===== src/rtl/mem_stage_pkg.sv =====
// Shared encodings for the memory stage: result-source select, load/store
// funct3 sizes and the memory-handshake state type.
package mem_stage_pkg;

    localparam logic [1:0] RES_ALU  = 2'b00;
    localparam logic [1:0] RES_LOAD = 2'b01;
    localparam logic [1:0] RES_PC4  = 2'b10;

    localparam logic [2:0] F3_B  = 3'b000;
    localparam logic [2:0] F3_H  = 3'b001;
    localparam logic [2:0] F3_W  = 3'b010;
    localparam logic [2:0] F3_BU = 3'b100;
    localparam logic [2:0] F3_HU = 3'b101;

    typedef enum logic {
        ST_IDLE,
        ST_WAIT
    } state_t;

endpackage


===== src/rtl/mem_stage_load_extend.sv =====
// Load lane selection and sign/zero extension of the returned read word.
module load_extend
    import mem_stage_pkg::*;
(
    input  logic [31:0] rdata,
    input  logic [2:0]  funct3,
    input  logic [1:0]  offset,
    output logic [31:0] data
);

    logic [7:0]  byte_lane;
    logic [15:0] half_lane;

    always_comb begin
        byte_lane = rdata[7:0];
        case (offset)
            2'd1:    byte_lane = rdata[15:8];
            2'd2:    byte_lane = rdata[23:16];
            2'd3:    byte_lane = rdata[31:24];
            default: byte_lane = rdata[7:0];
        endcase
        half_lane = offset[1] ? rdata[31:16] : rdata[15:0];

        case (funct3)
            F3_B:    data = {{24{byte_lane[7]}}, byte_lane};
            F3_H:    data = {{16{half_lane[15]}}, half_lane};
            F3_BU:   data = {24'b0, byte_lane};
            F3_HU:   data = {16'b0, half_lane};
            default: data = rdata;
        endcase
    end

endmodule


===== src/rtl/mem_stage.sv =====
// Pipeline memory stage: data-memory handshake, store lane alignment, load
// extension and the MEM/WB register. Optional trap: `MISALIGN_TRAP_EN.
module mem_stage
    import mem_stage_pkg::*;
(
    input  logic        clk,
    input  logic        reset,
    input  logic        regwrite_m,
    input  logic [1:0]  result_src_m,
    input  logic        memwrite_m,
    input  logic [2:0]  funct3_m,
    input  logic [31:0] alu_result_m,
    input  logic [31:0] writedata_m,
    input  logic [4:0]  rd_m,
    input  logic [31:0] pc_plus_4_m,
    output logic        dmem_req,
    output logic        dmem_we,
    output logic [31:0] dmem_addr,
    output logic [3:0]  dmem_be,
    output logic [31:0] dmem_wdata,
    input  logic        dmem_ack,
    input  logic [31:0] dmem_rdata,
    output logic        stall_m,
    output logic        regwrite_w,
    output logic [1:0]  result_src_w,
    output logic [4:0]  rd_w,
    output logic [31:0] alu_result_w,
    output logic [31:0] read_data_w,
    output logic [31:0] pc_plus_4_w,
    output logic        misalign_m
);

    state_t      state, state_next;
    logic        access;
    logic        is_load;
    logic        trap;
    logic [31:0] load_data;

    assign is_load = (result_src_m == RES_LOAD);
    assign access  = memwrite_m | is_load;

`ifdef MISALIGN_TRAP_EN
    logic misaligned;
    always_comb begin
        case (funct3_m)
            F3_H, F3_HU: misaligned = alu_result_m[0];
            F3_W:        misaligned = (alu_result_m[1:0] != 2'b00);
            default:     misaligned = 1'b0;
        endcase
    end
    assign trap = access & misaligned;
`else
    assign trap = 1'b0;
`endif

    assign misalign_m = trap;
    assign dmem_req   = access & ~trap & ~reset;
    assign dmem_we    = dmem_req & memwrite_m;
    assign dmem_addr  = {alu_result_m[31:2], 2'b00};
    assign stall_m    = dmem_req & ~dmem_ack;

    always_comb begin
        dmem_be    = 4'hF;
        dmem_wdata = writedata_m;
        if (memwrite_m) begin
            case (funct3_m)
                F3_B: begin
                    dmem_be    = 4'b0001 << alu_result_m[1:0];
                    dmem_wdata = {4{writedata_m[7:0]}};
                end
                F3_H: begin
                    dmem_be    = 4'b0011 << {alu_result_m[1], 1'b0};
                    dmem_wdata = {2{writedata_m[15:0]}};
                end
                default: ;
            endcase
        end
    end

    always_ff @(posedge clk or posedge reset) begin
        if (reset) state <= ST_IDLE;
        else       state <= state_next;
    end

    // An ack seen in IDLE with no request falls through unchanged.
    always_comb begin
        state_next = state;
        case (state)
            ST_IDLE: if (dmem_req && !dmem_ack) state_next = ST_WAIT;
            ST_WAIT: if (dmem_ack)              state_next = ST_IDLE;
            default:                            state_next = ST_IDLE;
        endcase
    end

    load_extend u_load_extend (
        .rdata  (dmem_rdata),
        .funct3 (funct3_m),
        .offset (alu_result_m[1:0]),
        .data   (load_data)
    );

    always_ff @(posedge clk or posedge reset) begin
        if (reset) begin
            regwrite_w   <= 1'b0;
            result_src_w <= '0;
            rd_w         <= '0;
            alu_result_w <= '0;
            read_data_w  <= '0;
            pc_plus_4_w  <= '0;
        end else if (stall_m) begin
            regwrite_w <= 1'b0;
        end else begin
            regwrite_w   <= regwrite_m & ~trap;
            result_src_w <= result_src_m;
            rd_w         <= rd_m;
            alu_result_w <= alu_result_m;
            read_data_w  <= (is_load && !trap) ? load_data : '0;
            pc_plus_4_w  <= pc_plus_4_m;
        end
    end

endmodule


===== config.mk =====
export PLATFORM = sky130hd
export DESIGN_NAME = mem_stage
export DESIGN_NICKNAME = d
export VERILOG_FILES = /design/src/rtl/mem_stage_pkg.sv /design/src/rtl/mem_stage_load_extend.sv /design/src/rtl/mem_stage.sv
export SDC_FILE = /design/constraint.sdc
export NUM_CORES = 1
export LEC_CHECK = 0
export CORE_AREA = 2 2 124 126
export CTS_CLUSTER_SIZE = 28
export DETAILED_ROUTE_END_ITERATION = 8
export DIE_AREA = 0 0 126 128
export DONT_BUFFER_PORTS = 1
export GPL_TIMING_DRIVEN = 0
export SETUP_SLACK_MARGIN = 0.3
export SKIP_LAST_GASP = 1
export SLEW_MARGIN = 20
export SYNTH_ARGS = -nofsm -noshare
export SYNTH_HDL_FRONTEND = slang
export SYNTH_SLANG_ARGS = --single-unit

===== constraint.sdc =====
create_clock -name clk -period 4.3 [get_ports clk]
set_input_delay 0.645 -clock clk [delete_from_list [all_inputs] [get_ports clk]]
set_output_delay 0.645 -clock clk [all_outputs]
set_load 0.005 [all_outputs]

Word level (Yosys, flattened, before mapping)
Index checks and enable logic that the tools add are counted.

Bits of input ports: 143. Bits in registers: 104. Output and inout bits: 176. Word-level logic and storage cells: 31.

Equality and inequality tests: 7. Shifts and indexed selects: 2. Muxes and demuxes: 9. Reduce and logical (&&, ||, !) cells: 1. Bitwise logic cells: 6.

Operator list (number): $pmux 32 s4 (1); $mux 32 (2); $pmux 32 s2 (1); $pmux 8 s3 (1); $mux 16 (1); $pmux 4 s2 (1); $eq 3x3->1 const B (2); $eq 2x1->1 const B (2); $eq 2x2->1 const B (2); $mux 4 (1); $shl 1x2->4 const A (1); $shl 2x2->4 const A (1); $and 1x1->1 (3); $eq 3x1->1 const B (1); $logic_not 3->1 (1); $not 1->1 (2); $mux 1 (1); $or 1x1->1 (1).

Logic depth before layout (Yosys ltp)
Gate-level depths: netlist of the first run.

Word-level depth: 5. Gate-level depth with buffers: 7. Depth with buffers taken out: 4.

By module
From an unflattened synthesis of the first run, not the netlist that was laid out.

Cells, all modules: 441. Area, all modules: 5221.3 um2.

Modules (own cells, without submodules): mem_stage (sequential area each 2602.5 um2, instances 1, cells an instance 331, area each 4571.9 um2); load_extend (sequential area each 0.0 um2, instances 1, cells an instance 110, area each 649.4 um2).

Least setup slack after synthesis of the first run
Ideal clock, no wire load.

Path kind: input to output. Start: input port funct3_m[0]. End: output port dmem_wdata[10]. Path slack: 2.068 ns. Arrival time: 1.587 ns. Cell stages on the path: 5. Data required time: 3.655 ns. Path buffers: 2. Cell sequence: buf_2 > inv_2 > and2_1 > buf_2 > mux2_1.

Longest elaborated chain between the ends: 3. Elaborated cells on any way between the ends: 4. Classes of those cells: eq/ne: 1; mux: 2; reduce/logical: 1.

RTL lines: start, declared (RTL line mem_stage.sv:11) `input logic [2:0] funct3_m,`; $eq 3x1->1 / $logic_not 3->1 (equally long branches) (RTL line mem_stage.sv:66) `case (funct3_m)`; $pmux 32 s2 (*) (RTL line mem_stage.sv:66); $mux 32 (*) (RTL line mem_stage.sv:65) `if (memwrite_m) begin`; end, declared (RTL line mem_stage.sv:20) `output logic [31:0] dmem_wdata,`.

Mark *: on every way between the ends. The rest lies on a longest branch, timed or not.

Final worst setup path of the first run
Start: input port funct3_m[1]. End: output port dmem_wdata[28].

Same word-level chain as after synthesis.

==> flow_summary.yaml, run 1 <==
status:
  status: "complete, no violations"
logic_synthesis:
  ys_types: 35
  synthArstFlopShare_pct: 100
  syn_inst: 404
  ys_seq_elements: 104
  synth-seq-area-share_pct: 51.2
  synth_edf_count: 0
  ys.flop_type: "dfrtp_1"
  syn-cell-area_um2: 5080
  yosys_warnings: 0
  syn_area_per_cell_um2: 12.6
place:
  placed_area_um2: 5360
  preCtsSetupSlack_ns: 1.74
  dpl.hpwl_um: 11800
  io_buffers: 0
  gp_congestion: 0.822
pwr:
  powerDensity_nw_per_um2: 390
  total_power_mw: 2.21
  vdd_drop_max_uv: 220
  p_leak_nw: 2.48
critical_path:
  r2r_start: "read_data_w[30]"
  required_ns: 3.65
  critPathArrivalTime_ns: 1.95
  crit_start: "funct3_m[1]"
  crit_path_max_fanout: 10
  reg2reg_setup_slack_ns: 3.45
  crit_type: "primary input to primary output"
  crit_path_max_incr_delay_ns: 0.40
  r2r_cells: 1
  start_kind: "primary input"
  crit_chain: "nor3b_1 -> buf_2 -> clkbuf_1 -> nor2_1 -> a21oi_1"
  worstSetupEndpointType: "primary output"
  critPathSlowestCell: "clkbuf_1"
min_path:
  hold_path.class: "primary input to async pin"
die:
  floorplan.rows: 45
  die_x_um: 126
  start_util_pct: 34.2
  die-area_um2: 16100
  core-area_um2: 14900
  ios: 319
  die_height_um: 128
final_layout:
  drive_above_1_share_pct: 36.9
  fin_util_pct: 38.2
  syn2layout_area_growth_pct: 11.6
  fin_area_um2: 5670
  diodes: 0
  n_fill_cell: 1439
  nets: 561
clock_network:
  clockBufferDepth: 2
  cts.sinks: 104
  clock_latency_ns: 0.34
  cts_tree: "done"
  cts.htree.levels: 3
  cts_resized: 0
  path_clk_slew_ns: 0.07
  clock-root-buffer: "clkbuf_16"
  postCtsSetupBuffers: 0
  cts_hold_buf: 0
  cts_inserted_buffers: 9
sta:
  hold_violations: 0
  fin_ws_ns: 1.71
  fin_worst_skew_ns: 0
  rsz0062_at_grt: "false"
  maxSlewViolCount: 0
  hold_slack_ns: 0.157
  setup_viol: 0
  fin_crit_sh_pct: 60.3
  worstMarginPinSlew_ns: 0.682
  slew-limit-headroom_pct: 54.5
  fmax_mhz: 385
  fin_crit_ns: 2.59
detailed_routing:
  wl_um: 14600
  drt_pre_antenna_iters: 4
  drc: 0
  avgRoutedWirePerCell_um: 23.8
  drt-initial-drc-count: 189
  ant_nets: 0
  via_per_inst: 5.43
  vias: 3315
grt:
  grt_usage_pct: 17.5
  globalRouteOverflowTotal: 0
  antenna_found_initial: 0
  grt_pass1_wl_um: 21500
  grt_max_degree: 61
  first_global_vias: 3473
job:
  drv_cap: 0
[layer usage]
layer | wire [um] | part of all wire (%) | vias up | global-route usage [%]
met3 | 1440 | 9.9 | 16 | 8.14
li1 | - | - | 1444 | -
met4 | 220 | 1.5 | 0 | 5.04
met1 | 5770 | 40 | 1677 | 21.7
met5 | 0 | 0 | - | 0
met2 | 7130 | 49 | 178 | 27.7
[power breakdown]
group          leakage [nW]  switching (mW)  internal, mW
clock                 0.154           0.364         0.488
combinational          1.05           0.123         0.127
sequential             1.27          0.0618          1.05
[cell usage after synthesis, types with 7 or more instances]
cell type	n	share of area, %
nand2b_1	8	0.99
clkbuf_1	9	0.66
dfrtp_1	104	51
buf_2	10	0.99
a21oi_1	17	1.7
mux2i_1	15	3.0
buf_4	43	6.4
o21ai_0	7	0.69
nor2_1	14	1.0
mux2_2	71	16
a221o_1	17	3.3
o2bb2ai_1	7	1.2
a32o_1	7	1.4
mux2_1	16	3.5
o21ai_1	7	0.69
nand2_1	12	0.89
[layout make-up]
cell class              count  area (um^2)  area share (%)
plain buffers              66          452            7.96
inverters                   5         23.8           0.419
clock buffers              11          253            4.46
well taps                 188          235            4.15
clock inverters             5         62.6            1.10
flip-flops and latches    104         2600            45.9
multi-input cells         231         2020            35.5
repair buffers              1         27.5           0.485
[stage by stage]
stage          cells  TNS, ns
5_1_grt          611        0
2_1_floorplan    406        0
4_1_cts          611        0
3_5_place_dp     595        0
3_3_place_gp     594   -13.34
6_report         611        0
[worst paths after layout]
path                                    to
setup / recovery            dmem_wdata[28]
setup reg to reg           read_data_w[30]
max in group asynchronous  read_data_w[11]
min in group clk                regwrite_w
hold / removal              pc_plus_4_w[2]
hold reg to reg            alu_result_w[4]
[logic make-up after synthesis]
kind of cell	count (synthesis)	synth area share (%)
and+or+nand+nor	50	5.29
buffers and inverters	71	9.26
DFF	104	51.2
muxes	105	23.1
AOI/OAI and AO/OA	73	11.1
other	1	0.0738
[worst max-delay path, delay by kind of cell]
kind	cells	cell delay [ns]
buffers and inverters	2	0.71
AO/OA/AOI/OAI	1	0.23
AND/OR/NAND/NOR	2	0.36
[layout by cell type (no fill, tap or decap), types with 5 or more instances in the layout]
cell / count
a21oi_1: 17
a221o_1: 17
a22oi_1: 5
a32o_1: 7
buf_2: 10
buf_4: 43
clkbuf_1: 9
clkbuf_16: 9
dfrtp_1: 104
mux2_1: 16
mux2_2: 71
mux2i_1: 15
nand2_1: 12
nand2b_1: 8
nor2_1: 14
o21ai_0: 7
o21ai_1: 7
o2bb2ai_1: 7
[state kept, by name, indices dropped and copies added, names as in the netlist]
signal / flops
pc_plus_4_w: 32
regwrite_w: 1
result_src_w: 2
alu_result_w: 32
rd_w: 5
read_data_w: 32
Power figures use the tool's default switching activity.
==> run 2, diff against run 1 <==
clock period = 2.6 ns   (was 4.3 ns; I/O delays follow)
==> run 2 against run 1 <==
Global-route usage decreased by 0.87 points. Combinational power increased by 69%. Worst hold slack improved by 0.016 ns. Largest power group unchanged.
==> flow_summary.yaml, run 2 (synthesis results as in run 1) <==
place:
  post-place-cells: 597
  io_buffers: 0
  gp_congestion: 0.880
  dpl.hpwl_um: 11400
critical_path:
  start_kind: "primary input"
  critPathArrivalTime_ns: 1.64
  crit_type: "primary input to primary output"
  reg2reg_setup_slack_ns: 1.74
  r2r_start: "read_data_w[30]"
  r2r_cells: 1
  required_ns: 2.21
  worstSetupEndpointType: "primary output"
  worst-path-stages: 5
  crit_path_max_fanout: 10
  path_buf_inv: 2
  worstReg2RegEnd: "read_data_w[30]"
  crit_start: "funct3_m[1]"
  crit_path_max_incr_delay_ns: 0.42
  crit_end: "dmem_wdata[25]"
  crit_chain: "nor3b_1 -> buf_2 -> clkbuf_1 -> nor2_1 -> a21oi_1"
  cp_top_family: "buffers and inverters"
  critPathSlowestCell: "clkbuf_1"
sta:
  setup-tns-final_ns: 0
  setup_viol: 0
  fmax_mhz: 493
  slew-limit-headroom_pct: 57.3
  fin_crit_sh_pct: 78.0
  maxSlewViolCount: 0
  hold_violations: 0
  rsz0062_at_grt: "false"
  fin_crit_ns: 2.03
  fin_worst_skew_ns: 0
  worstMarginPinSlew_ns: 0.640
die:
  start_util_pct: 34.2
  die_height_um: 128
  die_x_um: 126
  core-area_um2: 14900
  ios: 319
  floorplan.rows: 45
  die-area_um2: 16100
final_layout:
  fin_cells: 613
  multi_input_comb_area_um2: 2020
  seq_area_um2: 2600
  syn2layout_area_growth_pct: 11.7
  final_cell_mix: "104 x dfrtp_1, 71 x mux2_2, 43 x buf_4, 17 x a21oi_1, 17 x a221o_1"
  drive_above_1_share_pct: 36.7
  n_fill_cell: 1425
  diodes: 0
  mostFrequentLayoutCell: "dfrtp_1"
  top_regs: "alu_result_w (32), pc_plus_4_w (32), read_data_w (32)"
  nets: 564
  fin_util_pct: 38.2
clock_network:
  cts_resized: 0
  cts_inserted_buffers: 9
  clock-root-buffer: "clkbuf_16"
  cts_hold_buf: 1
  cts.htree.levels: 3
  cts.sinks: 104
  clockBufferDepth: 2
  cts_tree: "done"
  path_clk_slew_ns: 0.07
  postCtsSetupBuffers: 0
  clock_latency_ns: 0.35
job:
  drv_cap: 0
detailed_routing:
  drt-initial-drc-count: 185
  vias: 3377
  ant_nets: 0
  avgRoutedWirePerCell_um: 23.1
  drc: 0
  via_per_inst: 5.51
  drt_pre_antenna_iters: 4
  wl_um: 14100
pwr:
  vdd_drop_max_uv: 289
  powerDensity_nw_per_um2: 622
  p_leak_nw: 2.47
status:
  status: "complete, no violations"
grt:
  grt_max_degree: 36
  antenna_found_initial: 0
  globalRouteOverflowTotal: 0
  first_global_vias: 3587
  grt_usage_pct: 16.7
  grt_pass1_wl_um: 20800
min_path:
  hold_path.class: "primary input to flop"
run 2: routing by layer:
layer / vias to the layer above / track usage (%) / routed length [um]
met5: - / 0 / 0
met4: 0 / 8.02 / 262
met3: 18 / 5.63 / 1290
met2: 201 / 25.8 / 6880
met1: 1712 / 21.1 / 5710
li1: 1446 / - / -
run 2: layout make-up:
cell class	count	area share, %
Clock buffer	10	4.03
Timing Repair Buffer	4	1.37
Tap cell	188	4.14
Inverter	5	0.397
Clock inverter	5	0.728
Multi-Input combinational cell	231	35.5
Sequential cell	104	45.9
Buffer	66	7.96
run 2: power breakdown:
group | internal (mW) | total [mW] | switching, mW
Sequential | 1.73 | 1.83 | 0.0990
Clock | 0.657 | 1.27 | 0.617
Combinational | 0.217 | 0.425 | 0.208
run 2: stage by stage:
stage                     power, mW  worst slack (ns)  hold WS, ns  area [um^2]
final                          3.53             0.571        0.173         5680
after global routing           3.68             0.405        0.154         5680
after CTS                      3.58             0.575        0.154         5680
after detailed placement       2.29             0.449        0.330         5400
after global placement         2.27             0.447        0.521         5330
after floorplan                2.17             0.878        0.474         5090
run 2: worst min path at each step:
stage / cells after the start / slack [ns] / endpoint / startpoint
after global placement: 1 / 0.52 / read_data_w[0] / read_data_w[0]
final: 1 / 0.17 / pc_plus_4_w[20] / pc_plus_4_m[20]
after CTS: 1 / 0.15 / pc_plus_4_w[20] / pc_plus_4_m[20]
after global routing: 1 / 0.15 / pc_plus_4_w[20] / pc_plus_4_m[20]
after floorplan: 1 / 0.47 / read_data_w[15] / read_data_w[15]
after detailed placement: 1 / 0.33 / alu_result_w[1] / reset
==> run 3, diff against run 2 <==
clock period = 2.1 ns   (was 2.6 ns; I/O delays follow)
==> run 3 against run 2 <==
Setup slack worse by 0.17 ns. Clock skew unchanged. Largest power group unchanged. Critical endpoint is now dmem_wdata[8]. Largest cell class unchanged. Die area unchanged.
==> flow_summary.yaml, run 3 (synthesis results as in run 1) <==
clock_network:
  cts_tree: "done"
  cts.sinks: 104
  clock-root-buffer: "clkbuf_16"
  cts_inserted_buffers: 9
  clockBufferDepth: 2
  postCtsSetupBuffers: 0
  cts.htree.levels: 3
  clock_latency_ns: 0.35
  path_clk_slew_ns: 0.07
pwr:
  vdd_drop_max_uv: 358
  powerDensity_nw_per_um2: 767
  p_leak_nw: 2.49
place:
  gp_congestion: 0.880
  io_buffers: 0
  placed_area_um2: 5400
  dpl.hpwl_um: 11400
critical_path:
  worst-path-stages: 5
  reg2reg_setup_slack_ns: 1.24
  worstReg2RegEnd: "read_data_w[30]"
  critPathArrivalTime_ns: 1.39
  crit_path_max_fanout: 10
  cp_top_family: "buffers and inverters"
  path_buf_inv: 3
  critPathSlowestCell: "mux2_1"
  crit_path_max_incr_delay_ns: 0.38
  crit_type: "primary input to primary output"
  start_kind: "primary input"
  r2r_start: "read_data_w[30]"
  worstSetupEndpointType: "primary output"
  r2r_cells: 1
  crit_chain: "clkbuf_4 -> inv_4 -> and2_1 -> buf_2 -> mux2_1"
  required_ns: 1.78
sta:
  hold_violations: 0
  setup-tns-final_ns: 0
  fmax_mhz: 587
  setup_viol: 0
  fin_worst_skew_ns: 0
  slew-limit-headroom_pct: 58.7
  maxSlewViolCount: 0
  rsz0062_at_grt: "false"
  worstMarginPinSlew_ns: 0.620
  fin_crit_ns: 1.70
  fin_crit_sh_pct: 81.1
detailed_routing:
  avgRoutedWirePerCell_um: 23.0
  vias: 3354
  drt-initial-drc-count: 237
  via_per_inst: 5.47
  wl_um: 14100
  drt_pre_antenna_iters: 4
  ant_nets: 0
  drc: 0
min_path:
  whs_path_depth: 1
  holdPathEnd: "pc_plus_4_w[20]"
  hold_path.class: "primary input to flop"
  hold_start: "pc_plus_4_m[20]"
final_layout:
  n_fill_cell: 1429
  multi_input_comb_area_um2: 2020
  mostFrequentLayoutCell: "dfrtp_1"
  fin_area_um2: 5690
  top_regs: "alu_result_w (32), pc_plus_4_w (32), read_data_w (32)"
  diodes: 0
  seq_area_um2: 2600
  fin_util_pct: 38.3
  nets: 564
  drive_above_1_share_pct: 37.4
  final_cell_mix: "104 x dfrtp_1, 71 x mux2_2, 44 x buf_4, 17 x a21oi_1, 17 x a221o_1"
  syn2layout_area_growth_pct: 12.1
grt:
  first_global_vias: 3585
  globalRouteOverflowTotal: 0
  grt_max_degree: 36
  antenna_found_initial: 0
  grt_pass1_wl_um: 20800
  grt_usage_pct: 16.7
die:
  die_height_um: 128
  ios: 319
  die_x_um: 126
  floorplan.rows: 45
  die-area_um2: 16100
  start_util_pct: 34.2
  core-area_um2: 14900
job:
  drv_cap: 0
status:
  status: "complete, no violations"
run 3: cell types whose count changed in the layout (fill, tap and decap cells not counted):
cell	delta
inv_4	+1
inv_2	-1
clkbuf_1	-3
buf_4	+1
buf_2	-2
clkbuf_4	+1
o21ai_4	+1
o21ai_2	-1
clkbuf_2	+3
run 3: where the power goes:
group / total [mW] / internal, mW / leakage, nW / switching, mW
logic: 0.529 / 0.271 / 1.08 / 0.258
clock network: 1.58 / 0.813 / 0.131 / 0.762
registers: 2.27 / 2.14 / 1.27 / 0.122
run 3: through the flow:
| step | power (mW) | cells | worst slack [ns] | hold slack [ns] |
|---|---|---|---|---|
| global placement | 2.81 | 594 | 0.0215 | 0.451 |
| finish | 4.37 | 613 | 0.398 | 0.0988 |
| floorplan | 2.69 | 406 | 0.528 | 0.444 |
| global route | 4.56 | 613 | 0.312 | 0.0794 |
| CTS | 4.44 | 613 | 0.317 | 0.0790 |
| detailed placement | 2.84 | 597 | 0.0238 | 0.255 |
run 3: how the worst max path moves through the flow:
stage,from,endpoint,slack [ns]
after floorplan,funct3_m[0],dmem_wdata[10],0.53
after global placement,reset,rd_w[4],0.02
after detailed placement,result_src_m[0],read_data_w[17],0.02
after CTS,funct3_m[0],dmem_wdata[8],0.32
after global routing,funct3_m[1],dmem_wdata[28],0.31
final,funct3_m[0],dmem_wdata[8],0.40
run 3: metal layers:
layer  up-vias  wire length (um)  global-route usage [%]
met5         -                 0                       0
met4         0               299                    8.02
met3        20              1260                    5.63
met2       186              6810                    25.8
met1      1705              5760                    21.1
li1       1443                 -                       -
run 3: what timing repair did:
action | 4_1_cts | 5_1_grt
endpoints found under the hold margin | 19 | 0
gates resized for setup | 2 | 8
hold buffers | 1 | 0
setup endpoints to repair | 4 | 19
gates cloned | 0 | 0
run 3: layout make-up:
type	instances	share of cell area [%]
inverters	5	0.439
multi-input cells	231	35.5
clock buffers	10	4.02
well taps	188	4.13
repair buffers	4	1.36
flip-flops and latches	104	45.7
clock inverters	5	0.725
plain buffers	66	8.09
